`config.mk`:
```
export PLATFORM = sky130hd
export DESIGN_NAME = issue_ctrl
export DESIGN_NICKNAME = d
export VERILOG_FILES = /design/src/rtl/issue_ctrl.sv
export SDC_FILE = /design/constraint.sdc
export NUM_CORES = 1
export LEC_CHECK = 0
export BUFFER_PORTS_ARGS = -buffer_cell sky130_fd_sc_hd__buf_2
export CORE_AREA = 2 2 63 65
export DETAILED_ROUTE_END_ITERATION = 16
export DIE_AREA = 0 0 65 67
export PLACE_DENSITY = 0.79
export SYNTH_ARGS = -nofsm -noshare
export SYNTH_HDL_FRONTEND = slang
export SYNTH_SLANG_ARGS = --single-unit
```
`constraint.sdc`:
```
create_clock -name clk -period 3.6 [get_ports clk]
set_clock_uncertainty 0.2 [all_clocks]
set_input_delay 0.36 -clock clk [delete_from_list [all_inputs] [get_ports clk]]
set_output_delay 0.36 -clock clk [all_outputs]
set_load 0.05 [all_outputs]
```
`src/rtl/issue_ctrl.sv`:
```
// issue_ctrl: single-entry issue stage between the field decoder and the
// ALU (unit 0), L/S (unit 1) and CSR (unit 2) execution units.
// CSR accesses, fences and system instructions wait for outstanding L/S ops.
// Optional build macro: ISSUE_STALL_CNT_EN enables the 32-bit stall counter.
//
// Handshake: an issue request (alu/lsu/csr_valid) transfers on the cycle its
// ready is also high. Once raised, valid stays high and the out_* fields do not
// change until that transfer, or until kill clears the entry. in_valid/in_ready
// follow the same rule. trap_valid stays high until trap_ack.
module issue_ctrl #(
  parameter int LSU_MAX_OUTST = 2,
  parameter int CNT_W         = 3
) (
  input  logic             clk,
  input  logic             rst_n,
  input  logic             kill,
  input  logic             in_valid,
  output logic             in_ready,
  input  logic [1:0]       in_unit,
  input  logic [2:0]       in_sub_unit,
  input  logic [2:0]       in_sel,
  input  logic             in_imm,
  input  logic             in_fence,
  input  logic             in_ecall,
  input  logic             in_ebreak,
  input  logic             in_mret,
  input  logic             in_illegal,
  output logic [2:0]       out_sub_unit,
  output logic [2:0]       out_sel,
  output logic             out_imm,
  output logic             alu_valid,
  input  logic             alu_ready,
  output logic             lsu_valid,
  input  logic             lsu_ready,
  input  logic             lsu_done,
  output logic             csr_valid,
  input  logic             csr_ready,
  output logic             trap_valid,
  output logic [1:0]       trap_cause,
  input  logic             trap_ack,
  output logic             flush,
  output logic [31:0]      stall_cnt,
  output logic [1:0]       dbg_state,
  output logic [CNT_W-1:0] dbg_lsu_cnt
);

  typedef enum logic [1:0] {
    ST_ISSUE = 2'd0,
    ST_DRAIN = 2'd1,
    ST_TRAP  = 2'd2
  } state_t;

  state_t           state;
  logic             entry_v;
  logic [1:0]       e_unit;
  logic             e_fence;
  logic [CNT_W-1:0] cnt;
  logic [CNT_W-1:0] cnt_nxt;

  logic             in_sys;
  logic [1:0]       in_cause;
  logic             issue_ok;
  logic             fence_fire;
  logic             fire;
  logic             trap_done;
  logic             take;
  logic             lsu_inc;
  logic             lsu_dec;

  // Decode of the incoming system flags; illegal > ebreak > ecall > mret.
  always_comb begin
    in_sys   = in_ecall | in_ebreak | in_mret | in_illegal;
    in_cause = 2'd3;
    if (in_illegal)     in_cause = 2'd2;
    else if (in_ebreak) in_cause = 2'd1;
    else if (in_ecall)  in_cause = 2'd0;
  end

  // Routing, retire and handshake terms derived from the held entry.
  always_comb begin
    issue_ok   = (state == ST_ISSUE) && entry_v && !e_fence;
    alu_valid  = issue_ok && (e_unit == 2'd0);
    lsu_valid  = issue_ok && (e_unit == 2'd1) && (cnt < CNT_W'(LSU_MAX_OUTST));
    csr_valid  = issue_ok && (e_unit == 2'd2) && (cnt == '0);
    fence_fire = (state == ST_ISSUE) && entry_v && e_fence && (cnt == '0);
    // unit 3 only reaches here flagged illegal; retire it rather than hang.
    fire       = (alu_valid && alu_ready) || (lsu_valid && lsu_ready) ||
                 (csr_valid && csr_ready) || fence_fire ||
                 (issue_ok && (e_unit == 2'd3));
    trap_valid = (state == ST_TRAP);
    trap_done  = trap_valid && trap_ack;
    flush      = (fence_fire && out_imm) || trap_done;
    in_ready   = (state == ST_ISSUE) && (!entry_v || fire);
    take       = in_valid && in_ready && !kill;
    lsu_inc    = lsu_valid && lsu_ready;
    lsu_dec    = lsu_done && (cnt != '0);
    cnt_nxt    = cnt;
    if (lsu_inc && !lsu_dec)      cnt_nxt = cnt + 1'b1;
    else if (!lsu_inc && lsu_dec) cnt_nxt = cnt - 1'b1;
  end

  // Outstanding L/S counter; a done at zero is ignored.
  always_ff @(posedge clk or negedge rst_n) begin
    if (!rst_n) cnt <= '0;
    else        cnt <= cnt_nxt;
  end

  // Issue FSM with the holding register and trap cause.
  always_ff @(posedge clk or negedge rst_n) begin
    if (!rst_n) begin
      state        <= ST_ISSUE;
      entry_v      <= 1'b0;
      e_unit       <= 2'd0;
      e_fence      <= 1'b0;
      out_sub_unit <= 3'd0;
      out_sel      <= 3'd0;
      out_imm      <= 1'b0;
      trap_cause   <= 2'd0;
    end else begin
      case (state)
        ST_ISSUE: begin
          if (kill) begin
            entry_v <= 1'b0;
          end else if (take) begin
            entry_v      <= 1'b1;
            e_unit       <= in_unit;
            e_fence      <= in_fence && !in_sys;
            out_sub_unit <= in_sub_unit;
            out_sel      <= in_sel;
            out_imm      <= in_imm;
            if (in_sys) begin
              trap_cause <= in_cause;
              state      <= (cnt_nxt == '0) ? ST_TRAP : ST_DRAIN;
            end
          end else if (fire) begin
            entry_v <= 1'b0;
          end
        end
        ST_DRAIN: begin
          if (kill) begin
            entry_v <= 1'b0;
            state   <= ST_ISSUE;
          end else if (cnt == '0) begin
            state <= ST_TRAP;
          end
        end
        ST_TRAP: begin
          if (trap_ack) begin
            entry_v <= 1'b0;
            state   <= ST_ISSUE;
          end
        end
        default: state <= ST_ISSUE;
      endcase
    end
  end

  assign dbg_state   = state;
  assign dbg_lsu_cnt = cnt;

`ifdef ISSUE_STALL_CNT_EN
  // Count cycles where a held entry does not retire; wraps freely.
  always_ff @(posedge clk or negedge rst_n) begin
    if (!rst_n)                          stall_cnt <= 32'd0;
    else if (entry_v && !(fire || trap_done)) stall_cnt <= stall_cnt + 32'd1;
  end
`else
  assign stall_cnt = 32'd0;
`endif

endmodule
```
# [After elaboration in Yosys (flattened, before gate mapping)]
# Cells that the tools add are included.
# Widths: inputs -> output; s select.
[classes] n_addsub=2 multipliers=0 div=0 n_lt_le_gt_ge=1 eq_ne=12 shifts=0 n_mux=19 bitwise_logic=4 n_reduce_logical=44
[op_table] cell="$logic_and 1x1->1" count=22
[op_table] cell="$mux 2" count=10
[op_table] cell="$ne 2x2->1 const B" count=4
[op_table] cell="$reduce_and 4->1" count=2
[op_table] cell="$eq 2x2->1 const B" count=3
[op_table] cell="$logic_not 1->1" count=6
[op_table] cell="$logic_not 3->1" count=2
[op_table] cell="$logic_or 1x1->1" count=6
[op_table] cell="$mux 3" count=2
[op_table] cell="$pmux 2 s3" count=1
[op_table] cell="$reduce_bool 3->1" count=2
[op_table] cell="$mux 1" count=5
[op_table] cell="$reduce_and 5->1" count=1
[op_table] cell="$eq 2x1->1 const B" count=2
[op_table] cell="$logic_not 2->1" count=2
[op_table] cell="$ne 4x4->1 const B" count=1
[op_table] cell="$add 3x1->3 const B" count=1
[op_table] cell="$lt 3x2->1 const B" count=1
[op_table] cell="$ne 3x3->1 const B" count=1
[op_table] cell="$or 1x1->1" count=3
[op_table] cell="$pmux 1 s3" count=1
[op_table] cell="$reduce_and 3->1" count=1
[op_table] cell="$sub 3x1->3 const B" count=1
[op_table] cell="$ne 2x1->1 const B" count=1
[op_table] cell="$not 1->1" count=1
[totals] ff_bits=18 latchBits=0 ramBits=0 romBits=0 in_bits=23 output_inout_bits=52 mem_count=0

# [Depth between registers and ports, before layout]
# Gate-level depths: netlist of run 1.
[depth] ltp_word=17 depth_mapped=8

# [Worst setup path after synthesis of run 1]
# Ideal clock, no wire load.
[synth_timing] path_type="register -> output" from="reg cnt[0] (netlist: dbg_lsu_cnt[0])" to="out in_ready" arrival_ns=2.327 path_slack_ns=0.713 stages_incl_launch_ff=8 n_path_buf=0 cell_sequence="dfrtp_1 inv_1 ha_1 ha_1 and3_1 and4_4 nor4_4 nor2_1"
[synth_via] elab_chain_len=9 elab_cells_between_ends=13
[synth_rtl] item="start: declaration" line_no="57" text="logic [CNT_W-1:0] cnt;"
[synth_rtl] item="start signal: assignment" line_no="105" text="else cnt <= cnt_nxt;"
[synth_rtl] item="$lt 3x2->1" line_no="83" text="lsu_valid = issue_ok && (e_unit == 2'd1) && (cnt < CNT_W'(LSU_MAX_OUTST));"
[synth_rtl] item="$logic_and 1x1->1" line_no="83"
[synth_rtl] item="$logic_and 1x1->1" line_no="87" text="fire = (alu_valid && alu_ready) || (lsu_valid && lsu_ready) ||"
[synth_rtl] item="$logic_or 1x1->1 (2 in a row)" line_no="87"
[synth_rtl] item="$logic_or 1x1->1 (*) (2 in a row)" line_no="88" text="(csr_valid && csr_ready) || fence_fire ||"
[synth_rtl] item="$logic_or 1x1->1 (*)" line_no="93" text="in_ready = (state == ST_ISSUE) && (!entry_v || fire);"
[synth_rtl] item="$logic_and 1x1->1 (*)" line_no="93"
[synth_rtl] item="end: declaration" line_no="18" text="output logic in_ready,"
# Every way passes the cells marked *; elsewhere a longest branch is shown, timed or not.

# [Worst setup path in the final report of run 1]
# Ends and elaborated chain as after synthesis.

==> results.json, run 1 <==
{
  "run_status": "finished clean",
  "layout.nets": 220,
  "drtIter0Drc": 44,
  "rsz0062_at_grt": "no",
  "htreeDepth": 1,
  "die_w_microns": 65,
  "post-route-period-util_pct": 81.13,
  "path_max_fanout": 6,
  "arrival_ns": 2.36,
  "first_pass_iters": 4,
  "first_global_vias": 1020,
  "avgSynthCellArea_sq_um": 9.747,
  "place_ws_ns": 0.9700,
  "synthArstFlopShare_pct": 100.0,
  "hold_ws_ns": 0.1345,
  "n_fill_cell": 374,
  "cts_resized": 0,
  "clk_pin_slew_ns": 0.07,
  "gp_congestion": 0.9407,
  "p_clk_share_pct": 9.1,
  "wire_per_inst_microns": 12.71,
  "cp-end-kind": "output port",
  "regArea_sq_um": 450.4,
  "dr_wl_met3_microns": 182,
  "place_area_sq_um": 1540,
  "die_h_microns": 67,
  "cts_tree": "done",
  "antenna_found_initial": 0,
  "overflow": 0,
  "yosysSeqAreaShare_pct": 32.32,
  "startpoint_type": "flip-flop",
  "final-setup-viol-count": 0,
  "clock_latency_ns": 0.25,
  "multi_input_area_sq_um": 782.0,
  "cts_made_buffers": 3,
  "synth_common_cells": "buf_4 (32), dfrtp_1 (18), inv_1 (10), mux2_2 (9), ha_1 (7)",
  "critPathMaxStageDelay_ns": 0.46,
  "dominantRegCellSynth": "dfrtp_1",
  "seq_power_share_pct": 25.3,
  "drive_above_1_share_pct": 32.98,
  "synth_enable_flop_cells": 0,
  "clock_path_buffers": 2,
  "cts_sinks": 18,
  "avgViaCountPerCell": 4.843,
  "max_freq_mhz": 342.4,
  "finalHoldViolCount": 0,
  "top_layer": "met4",
  "place.port_buffers": 42,
  "p_int_uw": 671.1,
  "drtAntennaViolNets": 0,
  "p_switching_uw": 889.6,
  "cp_slowest_cell": "nor4_4",
  "drc": 0,
  "area_delta_synth_final_pct": 14.18,
  "grt_max_degree": 19,
  "track_usage_pct": 14.26,
  "synth_seq_cells": 18,
  "yosysTopAreaCell": "dfrtp_1",
  "coreArea_sq_um": 3606,
  "syn_inst": 143,
  "dieArea_sq_um": 4355,
  "synth_top_area_share_pct": 32.32,
  "maxCapViolCount": 0,
  "m1WireLength_microns": 1315,
  "fp-row-count": 22,
  "slew_viol_final": 0,
  "pwr-share-comb_pct": 65.7,
  "ys_warn_count": 0,
  "syn_area_sq_um": 1394,
  "cp_cell_sequence": "inv_1 -> ha_1 -> ha_1 -> and3_1 -> and4_4 -> nor4_4 -> nor2_1 -> buf_2",
  "cp_top_family": "simple AND/OR/NAND/NOR gates",
  "crit_type": "reg -> out",
  "worst_slack_ns": 0.6792,
  "grt_pass1_wl_microns": 4719,
  "initial_core_util_pct": 38.65,
  "ir_worst_vdd_uv": 414.0,
  "hp-class": "in -> reg",
  "worst_path_most_repeated_cell": "ha_1",
  "vias": 1143,
  "synth_cell_types": 42,
  "wl_microns": 2999,
  "synthTopCellsByArea": "dfrtp_1 (32%), buf_4 (17%), mux2_2 (7.3%)",
  "leakage_nw": 0.7923,
  "powerDensity_nw_per_um2": 980.6,
  "antenna_cells": 0,
  "fin_crit_ns": 2.921,
  "hpwl_microns": 2394,
  "path_buf_inv": 2,
  "met2_length_microns": 1475,
  "swShare_pct": 57.00,
  "final_cell_area_sq_um": 1592,
  "total_power_mw": 1.561,
  "fin_tns_setup_ns": 0,
  "critical_path_required_ns": 3.04,
  "ios": 75,
  "synth.most_common_cell": "buf_4",
  "cts_root_buffer": "clkbuf_8"
}
final timing paths:
kind / slack [ns] / end / from / cells past startpoint
setup / recovery: 0.68 / in_ready / dbg_lsu_cnt[0]$_DFF_PN0_ / 8
hold / removal: 0.13 / out_sel[2]$_DFFE_PN0P_ / in_sel[2] / 2
setup reg to reg: 1.01 / e_unit[1]$_DFFE_PN0P_ / dbg_lsu_cnt[0]$_DFF_PN0_ / 8
hold reg to reg: 0.30 / out_sel[2]$_DFFE_PN0P_ / out_sel[2]$_DFFE_PN0P_ / 1
max in group asynchronous: 2.53 / entry_v$_DFFE_PN0P_ / rst_n / 2
min in group asynchronous: 0.37 / trap_cause[0]$_DFFE_PN0P_ / rst_n / 2
metrics by stage:
| step | utilization [%] | cells |
|---|---|---|
| 6_report | 44.14 | 236 |
| 2_1_floorplan | - | 174 |
| 3_3_place_gp | 42.71 | 232 |
| 3_5_place_dp | 42.71 | 232 |
| 4_1_cts | 44.14 | 236 |
| 5_1_grt | 44.14 | 236 |
flip-flops by register name (all words and copies together) (netlist names):
signal and flops:
out_sel 3, trap_cause 2, e_unit 2, e_fence 1, out_imm 1, dbg_state 2, entry_v 1, out_sub_unit 3
dbg_lsu_cnt 3
power by group through the flow:
stage / Combinational (mW) / Clock [mW] / Sequential (mW)
after detailed placement: 1.02 / 0 / 0.397
final: 1.02 / 0.142 / 0.394
after global placement: 1.01 / 0 / 0.392
after global routing: 1.10 / 0.156 / 0.415
after floorplan: 0.567 / 0 / 0.659
after CTS: 1.03 / 0.147 / 0.395
logic make-up (layout without fill, tap and decap cells):
family          after synthesis  count (layout)  share of synthesized area [%]
compound gates               23              23                          11.85
xor+xnor                      1               1                         0.6285
fa+ha+maj                     7               7                          6.283
buf+inv                      42              56                          19.93
flops                        18              18                          32.32
mux                          10              10                          7.989
other cells                   1              32                         0.2690
simple gates                 41              41                          20.74
timing repair:
action	CTS	global route
buffers inserted	0	0
hold buffers	1	0
endpoints found under the hold margin	18	0
final cells by class:
cell class | instances | area share (%)
multi-input combinational | 114 | 49.14
sequential | 18 | 28.30
tap | 48 | 3.774
timing repair buffer | 43 | 13.84
inverter | 10 | 2.358
clock buffer | 3 | 2.594
placed cells by master (no fill, tap or decap), drive strengths merged, types with 5 or more instances in the layout:
master / Yosys / layout
a21oi: 6 / 6
buf: 32 / 42
conb: 1 / 32
dfrtp: 18 / 18
ha: 7 / 7
inv: 10 / 10
mux2: 9 / 9
nand2: 5 / 5
nor2: 7 / 7
per-layer routing:
metal  GRT usage [%]  up-vias
li1                -      548
met1           18.94      535
met3           2.365        4
met2           22.94       56
met5               0        -
met4           5.851        0
worst reg2reg max path, cell delays in order, from the launching register on:
cell and delay (ns):
dfrtp_1 0.41, inv_1 0.10, ha_1 0.21, ha_1 0.22, and3_1 0.22, and4_4 0.21, nor4_4 0.46, nor2_4 0.16
mux2_2 0.30
Power figures use the tool's default switching activity.
==> run 2, diff against run 1 <==
--- a/config.mk
+++ b/config.mk
@@ -5,11 +5,12 @@
 export SDC_FILE = /design/constraint.sdc
 export NUM_CORES = 1
 export LEC_CHECK = 0
+export ABC_AREA = 1
 export BUFFER_PORTS_ARGS = -buffer_cell sky130_fd_sc_hd__buf_2
 export CORE_AREA = 2 2 63 65
 export DETAILED_ROUTE_END_ITERATION = 16
 export DIE_AREA = 0 0 65 67
-export PLACE_DENSITY = 0.79
+export PLACE_DENSITY = 0.83
 export SYNTH_ARGS = -nofsm -noshare
 export SYNTH_HDL_FRONTEND = slang
 export SYNTH_SLANG_ARGS = --single-unit
==> constraint.sdc (replaced) <==
create_clock -name clk -period 2.4 [get_ports clk]
set_clock_uncertainty 0.2 [all_clocks]
set_input_delay 0.24 -clock clk [delete_from_list [all_inputs] [get_ports clk]]
set_output_delay 0.24 -clock clk [all_outputs]
set_load 0.05 [all_outputs]
==> results.json, run 2 <==
{
  "run_status": "finished clean",
  "final_cell_area_sq_um": 1779,
  "dieArea_sq_um": 4355,
  "worst_slack_ns": 0.1519,
  "synth_enable_flop_cells": 0,
  "cts_root_buffer": "clkbuf_8",
  "gp_congestion": 0.8141,
  "critical_path_required_ns": 1.96,
  "layout_common_cells": "buf_2 (41), nand2_1 (32), conb_1 (32)",
  "maxCapViolCount": 0,
  "n_fill_cell": 361,
  "place_area_sq_um": 1618,
  "stdcell_count": 288,
  "crit_path_end": "in_ready",
  "synthArstFlopShare_pct": 100.0,
  "reg2reg_to": "dbg_state[0]$_DFFE_PN0P_",
  "avgViaCountPerCell": 4.424,
  "yosysSeqAreaShare_pct": 31.58,
  "post-route-period-util_pct": 93.67,
  "startpoint_type": "flip-flop",
  "finalHoldViolCount": 0,
  "drtAntennaViolNets": 0,
  "hp-class": "in -> reg",
  "avgSynthCellArea_sq_um": 7.752,
  "multi_input_area_sq_um": 789.5,
  "hpwl_microns": 2368,
  "fin_crit_ns": 2.248,
  "critPathMaxStageDelay_ns": 0.42,
  "powerDensity_nw_per_um2": 1307,
  "cts_made_buffers": 3,
  "cp_slowest_cell": "dfrtp_1",
  "final-setup-viol-count": 0,
  "reg2reg_depth": 13,
  "layout.nets": 271,
  "track_usage_pct": 14.48,
  "place.port_buffers": 42,
  "htreeDepth": 1,
  "drive_above_1_share_pct": 35.42,
  "first_pass_iters": 4,
  "regArea_sq_um": 452.9,
  "critPathLaunch": "dbg_lsu_cnt[1]$_DFF_PN0_",
  "layout_commonest_cell": "buf_2",
  "r2r_slack_ns": 0.29,
  "arrival_ns": 1.81,
  "hold_ws_ns": 0.005952,
  "coreArea_sq_um": 3606,
  "place_ws_ns": 0.2665,
  "grt_max_degree": 19,
  "path_max_fanout": 5,
  "r2r_start": "dbg_lsu_cnt[1]$_DFF_PN0_",
  "ys_warn_count": 0,
  "synthTopCellsByArea": "dfrtp_1 (32%), buf_4 (17%), nand2_1 (8.4%)",
  "cts_sinks": 18,
  "synth_seq_cells": 18,
  "syn_area_sq_um": 1426,
  "slew_viol_final": 0,
  "vias": 1274,
  "clock_path_buffers": 2,
  "place_inst": 273,
  "wl_microns": 3100,
  "cp_cell_sequence": "inv_1 -> ha_1 -> ha_1 -> inv_1 -> nor3_2 -> nand3_1 -> nand2_1 -> inv_2 -> a21oi_4 -> buf_6",
  "initial_core_util_pct": 39.56,
  "max_freq_mhz": 444.8,
  "die_w_microns": 65,
  "ios": 75,
  "grt_pass1_wl_microns": 4816,
  "dominantRegCellSynth": "dfrtp_1",
  "leakage_nw": 0.9696,
  "area_delta_synth_final_pct": 24.74,
  "wire_per_inst_microns": 10.76,
  "drtIter0Drc": 52,
  "antenna_cells": 0,
  "crit_type": "reg -> out",
  "first_global_vias": 1120,
  "synth_cell_types": 27,
  "synth_top_area_share_pct": 31.58,
  "die_h_microns": 67,
  "yosysTopAreaCell": "dfrtp_1",
  "synth_common_cells": "buf_4 (32), nand2_1 (32), inv_1 (22), dfrtp_1 (18), nand2_2 (14)",
  "clk_pin_slew_ns": 0.06,
  "cts_tree": "done",
  "ir_worst_vdd_uv": 613.1,
  "overflow": 0,
  "fp-row-count": 22,
  "clock_latency_ns": 0.25,
  "syn_inst": 184,
  "antenna_found_initial": 0,
  "drc": 0,
  "cp-end-kind": "output port"
}
[run 2: cell types whose count changed after synthesis, sizes merged, moves of 3 or more]
cell   change
nand2     +43
inv       +16
nand3     +12
mux2       -9
o21ai      +7
nor2       +5
a21oi      -3
a31oi      -3
and3       -3
nand4      +3
nor2b      -3
[run 2: logic make-up (layout without fill, tap and decap cells)]
| kind of cell | after synthesis | count (layout) | synth area share, % |
|---|---|---|---|
| AOI/OAI and AO/OA | 14 | 14 | 5.351 |
| adders and majority gates | 7 | 7 | 6.140 |
| buffers and inverters | 59 | 84 | 25.44 |
| DFF | 18 | 18 | 31.58 |
| other | 1 | 32 | 0.2629 |
| and+or+nand+nor | 85 | 85 | 31.23 |
[run 2: per-stage QoR]
stage	TNS (ns)	util (%)	total power, mW
2_1_floorplan	-0.09857	-	1.796
3_3_place_gp	0	44.86	2.021
3_5_place_dp	0	44.86	2.047
4_1_cts	0	48.61	2.282
5_1_grt	-0.007984	49.34	2.483
6_report	0	49.34	2.325
[run 2: worst max-delay path: cells and delay by family, from the launching register on]
family	cells	cell delay, ns
buf+inv	4	0.42
flops	1	0.42
fa+ha+maj	2	0.29
simple gates	3	0.29
compound gates	1	0.14
[run 2: final cells by class]
cell class	instances	area share (%)
flip-flops and latches	18	25.46
inverters	26	5.766
multi-input cells	138	44.37
repair buffers	54	18.50
clock buffers	4	2.532
well taps	48	3.376
[run 2: worst min-delay path by stage]
stage | startpoint | end | slack [ns] | cells past startpoint
after floorplan | rst_n | dbg_lsu_cnt[0]$_DFF_PN0_ | -0.26 | 0
after global placement | rst_n | out_sub_unit[2]$_DFFE_PN0P_ | -0.01 | 1
after detailed placement | rst_n | out_sub_unit[2]$_DFFE_PN0P_ | -0.009 | 1
after CTS | in_unit[0] | e_unit[0]$_DFFE_PN0P_ | 0.0004 | 3
after global routing | in_unit[0] | e_unit[0]$_DFFE_PN0P_ | 0.009 | 3
final | in_unit[0] | e_unit[0]$_DFFE_PN0P_ | 0.006 | 3
[run 2: repair_timing]
item                                    CTS  global route
hold buffers                              9             0
hold endpoints to repair                 26             0
endpoints found under the setup margin    0             1
buffers inserted                          0             2
resized for setup                         0             4
[run 2: power by group]
group	switching (mW)	leakage (nW)	internal (mW)
Sequential	0.128	0.224	0.440
Clock	0.0987	0.0228	0.118
Combinational	1.13	0.723	0.414
Total	1.35	0.970	0.972
[run 2: metal layers]
metal / track usage, % / part of all wire, % / vias to the layer above
li1: - / - / 630
met1: 17.71 / 43 / 584
met2: 24.87 / 49 / 56
met3: 2.196 / 6.5 / 4
met4: 6.915 / 1.2 / 0
met5: 0 / 0 / -
==> run 3, diff against run 2 <==
--- a/config.mk
+++ b/config.mk
@@ -8,6 +8,7 @@
 export ABC_AREA = 1
 export BUFFER_PORTS_ARGS = -buffer_cell sky130_fd_sc_hd__buf_2
 export CORE_AREA = 2 2 63 65
+export CTS_BUF_LIST = sky130_fd_sc_hd__clkbuf_8
 export DETAILED_ROUTE_END_ITERATION = 16
 export DIE_AREA = 0 0 65 67
 export PLACE_DENSITY = 0.83
==> results.json, run 3 (synthesis gave the netlist of run 2 again) <==
{
  "hpwl_microns": 2368,
  "max_freq_mhz": 444.9,
  "first_pass_iters": 4,
  "worstHoldStart": "in_unit[0]",
  "grt_max_degree": 19,
  "initial_core_util_pct": 39.56,
  "cp-end-kind": "output port",
  "area_delta_synth_final_pct": 24.74,
  "total_power_mw": 2.321,
  "clock_latency_ns": 0.25,
  "htreeDepth": 1,
  "critPathLaunch": "dbg_lsu_cnt[1]$_DFF_PN0_",
  "path_max_fanout": 5,
  "post-route-period-util_pct": 93.66,
  "cp_cell_sequence": "inv_1 -> ha_1 -> ha_1 -> inv_1 -> nor3_2 -> nand3_1 -> nand2_1 -> inv_2 -> a21oi_4 -> buf_6",
  "track_usage_pct": 14.48,
  "fin_crit_ns": 2.248,
  "slew_viol_final": 0,
  "drtIter0Drc": 52,
  "clock_path_buffers": 2,
  "place.port_buffers": 42,
  "die_w_microns": 65,
  "layout_common_cells": "buf_2 (41), nand2_1 (32), conb_1 (32)",
  "cp_top_family": "buffers and inverters",
  "layout_commonest_cell": "buf_2",
  "cts_sinks": 18,
  "path_buf_inv": 4,
  "grt_pass1_wl_microns": 4816,
  "leakage_nw": 0.9737,
  "first_global_vias": 1120,
  "stdcell_count": 288,
  "wl_microns": 3103,
  "final_cell_area_sq_um": 1779,
  "run_status": "finished clean",
  "hp-class": "in -> reg",
  "layout.nets": 271,
  "startpoint_type": "flip-flop",
  "ir_worst_vdd_uv": 613.2,
  "final-setup-viol-count": 0,
  "ios": 75,
  "crit_type": "reg -> out",
  "maxCapViolCount": 0,
  "cts_root_buffer": "clkbuf_8",
  "fin_tns_setup_ns": 0,
  "antenna_cells": 0,
  "place_area_sq_um": 1618,
  "antenna_found_initial": 0,
  "r2r_start": "dbg_lsu_cnt[1]$_DFF_PN0_",
  "critPathMaxStageDelay_ns": 0.42,
  "coreArea_sq_um": 3606,
  "cts_tree": "done",
  "drtAntennaViolNets": 0,
  "cp_slowest_cell": "dfrtp_1",
  "avgViaCountPerCell": 4.413,
  "finalHoldViolCount": 0,
  "vias": 1271,
  "hold_ws_ns": 0.005952,
  "overflow": 0,
  "drc": 0,
  "cts_made_buffers": 3,
  "die_h_microns": 67,
  "wire_per_inst_microns": 10.77,
  "place_inst": 273,
  "dieArea_sq_um": 4355,
  "n_fill_cell": 361,
  "fp-row-count": 22,
  "arrival_ns": 1.81,
  "gp_congestion": 0.8141,
  "drive_above_1_share_pct": 35.42,
  "powerDensity_nw_per_um2": 1305,
  "critical_path_required_ns": 1.96,
  "clk_pin_slew_ns": 0.06
}
[run 3: cell count changes in the layout (fill, tap and decap cells not counted)]
cell | previous run | this run
inv_1 | 20 | 21
clkbuf_1 | 1 | 0
[run 3: area by class of cell]
cell class | count | area [sq um] | area share (%)
clock buffer | 3 | 41.29 | 2.321
clock inverter | 1 | 3.754 | 0.2110
multi-input combinational | 138 | 789.5 | 44.37
tap | 48 | 60.06 | 3.376
timing repair buffer | 54 | 329.1 | 18.50
sequential | 18 | 452.9 | 25.46
inverter | 26 | 102.6 | 5.766
[run 3: worst paths after layout]
| check | end | slack, ns | cells past startpoint |
|---|---|---|---|
| setup reg to reg | dbg_state[0]$_DFFE_PN0P_ | 0.29 | 13 |
| setup / recovery | in_ready | 0.15 | 10 |
| hold / removal | e_unit[0]$_DFFE_PN0P_ | 0.006 | 3 |
| hold reg to reg | trap_cause[1]$_DFFE_PN0P_ | 0.28 | 2 |
| min in group asynchronous | out_sel[0]$_DFFE_PN0P_ | 0.24 | 2 |
| max in group asynchronous | dbg_state[1]$_DFFE_PN0P_ | 1.45 | 2 |
[run 3: through the flow]
stage	setup slack, ns	util [%]
global route	-0.007984	49.34
CTS	0.0002489	48.61
floorplan	-0.04424	-
detailed placement	0.2665	44.86
finish	0.1521	49.34
global placement	0.3349	44.86
[run 3: power by group]
group	internal, mW	switching (mW)	leakage (nW)
Sequential	0.440	0.128	0.224
Clock	0.113	0.0984	0.0269
Combinational	0.414	1.13	0.723
Total	0.968	1.35	0.974
[run 3: worst min-delay path: cells and delay by family]
kind | cells | cell delay (ns)
AO/OA/AOI/OAI | 1 | 0.06
AND/OR/NAND/NOR | 1 | 0.04
buffers and inverters | 1 | 0.07
[run 3: timing repair]
action | in CTS | in global routing
buffers inserted | 0 | 2
setup endpoints to repair | 0 | 1
hold buffers | 9 | 0
hold endpoints to repair | 26 | 0
gates resized for setup | 0 | 4
[run 3: routing by layer]
layer / share of wire (%) / track usage, % / vias to the layer above / wire length (microns)
met2: 49 / 24.87 / 58 / 1517
met1: 43 / 17.71 / 579 / 1323
met5: 0 / 0 / - / 0
met4: 1.2 / 6.915 / 0 / 37
li1: - / - / 630 / -
met3: 7.3 / 2.196 / 4 / 225
